File: src/rtl/alu_mp_sequencer.sv
// alu_mp_sequencer: runs one multi-word ALU operation through an external n-bit ALU, one word per cycle
// Ports: cmd_* command handshake and operands in; alu_* drive the external combinational ALU
// and take its result back in the same cycle; rsp_* hold the assembled result until accepted.
// Optional: define ALU_SEQ_ZERO_FLAG_EN to add rsp_zero (high with rsp_valid when rsp_result==0).
module alu_mp_sequencer #(
  parameter int n     = 4,
  parameter int WORDS = 4
) (
  input  logic               clk,
  input  logic               rst_n,
  input  logic               cmd_valid,
  output logic               cmd_ready,
  input  logic [2:0]         cmd_mode,
  input  logic [n*WORDS-1:0] cmd_a,
  input  logic [n*WORDS-1:0] cmd_b,
  input  logic               cmd_cb_in,
  output logic [n-1:0]       alu_a,
  output logic [n-1:0]       alu_b,
  output logic [2:0]         alu_mode,
  output logic               alu_cb_in,
  input  logic [n-1:0]       alu_result,
  input  logic               alu_cb_out,
  output logic               rsp_valid,
  input  logic               rsp_ready,
  output logic [n*WORDS-1:0] rsp_result,
`ifdef ALU_SEQ_ZERO_FLAG_EN
  output logic               rsp_cb_out,
  output logic               rsp_zero
);
`else
  output logic               rsp_cb_out
);
`endif
  localparam int W  = n*WORDS;
  localparam int IW = $clog2(WORDS);
  localparam logic [IW-1:0] LAST = IW'(WORDS-1);
  typedef enum logic [1:0] {IDLE, RUN, DONE} state_t;
  state_t state_q, state_d;
  logic [W-1:0]  a_q, b_q, result_q;
  logic [2:0]    mode_q;
  logic          cbin_q, carry_q;
  logic [IW-1:0] idx_q;
  logic          run, first, arith, incdec;
  always_ff @(posedge clk or negedge rst_n) begin
    if (!rst_n) state_q <= IDLE;
    else        state_q <= state_d;
  end
  always_comb begin
    state_d = state_q;
    case (state_q)
      IDLE:    state_d = cmd_valid ? RUN : IDLE;
      RUN:     state_d = (idx_q == LAST) ? DONE : RUN;
      DONE:    state_d = rsp_ready ? IDLE : DONE;
      default: state_d = IDLE;
    endcase
  end
  always_ff @(posedge clk or negedge rst_n) begin
    if (!rst_n) begin
      a_q      <= '0;
      b_q      <= '0;
      result_q <= '0;
      mode_q   <= '0;
      cbin_q   <= 1'b0;
      carry_q  <= 1'b0;
      idx_q    <= '0;
    end else if (state_q == IDLE && cmd_valid) begin
      a_q    <= cmd_a;
      b_q    <= cmd_b;
      mode_q <= cmd_mode;
      cbin_q <= cmd_cb_in;
      idx_q  <= '0;
    end else if (state_q == RUN) begin
      result_q[idx_q*n +: n] <= alu_result;
      carry_q                <= alu_cb_out;
      idx_q                  <= idx_q + IW'(1);
    end
  end
  // Upper words of add/sub chain the carry; inc/dec become add/sub of zero plus the carry.
  always_comb begin
    run        = state_q == RUN;
    first      = idx_q == '0;
    arith      = mode_q[2:1] == 2'b00;
    incdec     = mode_q[2:1] == 2'b11;
    cmd_ready  = state_q == IDLE;
    rsp_valid  = state_q == DONE;
    rsp_result = result_q;
    rsp_cb_out = carry_q;
    alu_a      = run ? a_q[idx_q*n +: n] : '0;
    alu_b      = (run && !(incdec && !first)) ? b_q[idx_q*n +: n] : '0;
    alu_mode   = !run ? 3'b000 : (incdec && !first) ? {2'b00, mode_q[0]} : mode_q;
    alu_cb_in  = run && (first ? (arith && cbin_q) : ((arith || incdec) && carry_q));
  end
`ifdef ALU_SEQ_ZERO_FLAG_EN
  assign rsp_zero = rsp_valid && result_q == '0;
`endif
endmodule
File: config.mk
export PLATFORM = sky130hd
export DESIGN_NAME = alu_mp_sequencer
export DESIGN_NICKNAME = d
export VERILOG_FILES = /design/src/rtl/alu_mp_sequencer.sv
export SDC_FILE = /design/constraint.sdc
export NUM_CORES = 1
export LEC_CHECK = 0
export BUFFER_PORTS_ARGS = -buffer_cell sky130_fd_sc_hd__buf_2
export CAP_MARGIN = 30
export CORE_MARGIN = 10
export CORE_UTILIZATION = 56
export CTS_CLUSTER_DIAMETER = 30
export DETAILED_ROUTE_END_ITERATION = 6
export PLACE_DENSITY = 0.85
export RECOVER_POWER = 100
export REMOVE_ABC_BUFFERS = 1
export SLEW_MARGIN = 30
export SYNTH_ARGS = -nofsm -noshare
export SYNTH_HDL_FRONTEND = slang
export SYNTH_SLANG_ARGS = --single-unit
File: constraint.sdc
create_clock -name clk -period 5.1 [get_ports clk]
set_input_delay 1.02 -clock clk [delete_from_list [all_inputs] [get_ports clk]]
set_output_delay 1.02 -clock clk [all_outputs]
set_load 0.005 [all_outputs]
# Yosys cells after proc, flatten, opt, wreduce, memory -nomap -nowiden
# Cells that the tools add are included.
# word_totals
ff_bits,57
wordCells,45
# op_classes
addsub,2
n_eq_ne,4
shift,4
n_mux,12
bitwise,1
n_reduce_logical,14
# op_table
operator,n
negation 4 -> 34 bit,1
variable shift 4 x 34 -> 16 bit (first input constant),1
variable part select 4 x 34 -> 16 bit,1
variable part select 16 x 5 -> 4 bit,2
bitwise mux 16 bit,1
two-way mux 2 bit,4
two-way mux 4 bit,2
equality test 2 bit (second input constant),3
logical AND 1 bit,6
zero test 2 bit,3
two-way mux 3 bit,2
case mux 2 bit (3 select lines),1
adder 2 x 1 -> 2 bit (second input constant),1
equality test 2 x 1 -> 1 bit (second input constant),1
zero test 1 bit,2
two-way mux 1 bit,2
AND reduction 2 bit,1
nonzero test 2 bit,1
logical OR 1 bit,1
NOT 1 bit,1

# Longest topological paths before layout
# logic_depth
word_depth,6
ltp_mapped,5
mapped_depth_nobuf,4

# Worst setup path before layout
# Ideal clock, no wire load.
# synth_timing
kind,register to output
startpoint,register idx_q[1]
endpoint,output alu_cb_in
arrival_time_ps,1686
required_ps,4080
setup_slack_ps,2394
stages_incl_launch_ff,6
cell_sequence,dfrtp_1 clkbuf_1 inv_1 ha_1 or3b_2 a21oi_1
# synth_between
elab_chain_len,3
# synth_rtl
item,line_no,rtl
start: declaration,42,logic [IW-1:0] idx_q;
start signal: assignment,75,idx_q <= idx_q + IW'(1);
zero test 2 bit,81,first = idx_q == '0;
two-way mux 1 bit,91,alu_cb_in = run && (first ? (arith && cbin_q) : ((arith || incdec) && carry_q));
logical AND 1 bit,91,
end: declaration,20,"output logic alu_cb_in,"
# No other way between the ends.

# Final worst setup path
# layout_timing
startpoint,register idx_q[0]
endpoint,output alu_cb_in
# Same word-level chain as after synthesis.

==> impl_metrics.yaml <==
floorplanning:
  ioPinCount: 76
  fp-row-count: 25
  die_h_um: 89.8
  design.die.area_um2: 8060
  core_um2: 4720
  start_util_pct: 57.7
  die_w_um: 89.8
placement:
  gp_congestion: 0.801
  port_buffers: 75
  place_area_um2: 3130
  hpwl_um: 4300
layout:
  diodes: 0
  layout-drive-gt1-share_pct: 40.9
  final_cell_mix: "57 x dfrtp_1, 51 x buf_2, 37 x mux2_2, 26 x clkbuf_1, 17 x inv_1"
  final_nets: 327
  stdcell_area_um2: 3330
  final_common_cell: "dfrtp_1"
  area_delta_synth_final_pct: 22.0
logic_synthesis:
  syn_inst: 198
  synth_top_family_by_area: "multiplexers"
  syn_area_per_cell_um2: 13.8
  synth_xor_area_share_pct: 0
  synth-edff-count: 0
  synthSimpleGateAreaFrac_pct: 10.3
  synth.distinct_cells: 32
  synthAdderAreaFrac_pct: 3.67
  yosysTopAreaCell: "dfrtp_1"
  synth.yosys.warnings: 0
  async_flop_share_pct: 100
  syn_area_um2: 2730
  synth_top_cell_area_share_pct: 52.3
  synth_compound_area_share_pct: 6.74
  ys_ff_latch: 57
  synth_area_leaders: "dfrtp_1 52%, mux2_2 15%, mux4_2 6.6%"
  yosysSeqAreaShare_pct: 52.3
  synth_mux_area_share_pct: 21.9
  synthFlopType: "dfrtp_1"
global_route:
  grt-ovfl-total: 0
  antenna_found_initial: 0
  grt_max_degree: 58
  grt_pass1_vias: 2154
  grt_pass1_wl_um: 10100
  grt_usage_pct: 15.3
critical_path:
  cp_top_family: "flip-flops"
  startpoint: "idx_q[0]$_DFFE_PN0P_"
  crit_fanout: 15
  end_kind: "output port"
  worst_path_max_delay_cell: "dfrtp_1"
  critPathKind: "flip-flop to output port"
  critical_path_required_ns: 4.08
  crit_chain: "inv_1 -> ha_1 -> or3b_2 -> a21oi_1 -> clkbuf_1"
  cpPeakStageDelay_ns: 0.81
  r2r_setup_slack_ns: 2.21
  cp.arrival_ns: 2.50
  critPathBufInv: 2
  rr_startpoint: "state_q[0]$_DFF_PN0_"
  start_kind: "flip-flop"
worst_hold_path:
  min_path_type: "flip-flop to flip-flop"
  min_from: "rsp_result[12]$_DFFE_PN0P_"
power:
  p_per_area_nw_per_um2: 658
  ir_drop_mv: 0.331
  cellLeakagePower_nw: 1.50
cts:
  cts_resized: 0
  post-cts-setup-buffers: 0
  clk_latency_ns: 0.33
  cts-root-buf: "clkbuf_8"
  cts.sinks: 57
  cts_hold_buf: 0
  clk_pin_slew_ns: 0.07
  htreeDepth: 3
  cts_buffers: 9
  cts.path.max_buffers: 2
  cts_tree: "done"
sta:
  min_period_ns: 3.52
  fmax_mhz: 284
  setup_viol: 0
  finalClockSkew_ns: 0.00595
  relSlewSlack_pct: -94.2
  fin_tns_setup_ns: 0
  grt_setup_unrepaired: "no"
  tightest_slew_ns: 2.91
  min_period_over_period_pct: 69.0
  drv_slew: 97
  finalHoldViolations: 0
detailed_routing:
  drcViolationCount: 0
  viasPerCell: 5.50
  first_pass_iters: 4
  via_count: 1902
  wl_um: 5840
  drt_iter0_drc: 86
  final_antenna_net_count: 0
  wl_per_cell_um: 16.9
outcome:
  outcome: "complete, but fails checks"
  violations: "max-capacitance violations, max-slew violations"
run:
  max_cap_violations: 2
-- cells in the mapped netlist (3+ instances only) --
library cell and n:
nand3b_1 4, inv_1 17, o32ai_1 8, buf_2 3, ha_1 8, and3_1 6
and2_1 5, dfrtp_1 57, nand4b_1 8, mux2_2 37, clkbuf_1 4, mux4_2 8
buf_4 3, o2bb2ai_1 8
-- flip-flops by register name, summed over array words and instances, names as in the netlist --
signal	count
state_q	2
mode_q	3
b_q	16
a_q	16
cbin_q	1
rsp_result	16
idx_q	2
rsp_cb_out	1
-- final cells by class --
type	instances	area, um2
multi-input cells	112	1160
repair buffers	77	353
clock inverters	6	105
flip-flops and latches	57	1430
well taps	67	83.8
fillers	360	1400
clock buffers	10	138
inverters	17	63.8
-- layer usage --
layer  vias up  track usage (%)  wire (um)
li1        887                -          -
met1       928             17.9       2600
met3        16             5.82        381
met4         0             7.55        139
met2        71             23.9       2710
met5         -                0          0
-- logic make-up (layout without fill, tap and decap cells) --
kind of cell               after synthesis  count (layout)
adders and majority gates                8               8
muxes                                   45              45
AOI/OAI and AO/OA                       22              22
buffers and inverters                   29             110
DFF                                     57              57
and+or+nand+nor                         37              37
-- worst paths after layout --
kind / to / cells past startpoint
setup / recovery: alu_cb_in / 5
hold / removal: rsp_result[12]$_DFFE_PN0P_ / 1
setup reg to reg: a_q[4]$_DFFE_PN0N_ / 3
hold reg to reg: rsp_result[12]$_DFFE_PN0P_ / 1
max in group asynchronous: rsp_result[8]$_DFFE_PN0P_ / 2
min in group asynchronous: rsp_result[4]$_DFFE_PN0P_ / 2
-- power by group --
part | total, mW | internal, mW | switching [mW]
Sequential | 0.854 | 0.673 | 0.182
Combinational | 0.826 | 0.478 | 0.348
Clock | 0.509 | 0.335 | 0.174
-- stage by stage --
step           power [mW]  hold slack [ns]  setup slack [ns]  cells  utilization [%]
2_1_floorplan        1.41            0.472             0.761    186                -
3_3_place_gp         1.69            0.471              1.96    330             66.3
3_5_place_dp         1.72            0.469              1.92    330             66.3
4_1_cts              2.24            0.488              1.54    346             71.4
5_1_grt              2.36            0.521              1.13    346             70.5
6_report             2.19            0.485              1.58    346             70.5
Power figures use the tool's default switching activity.
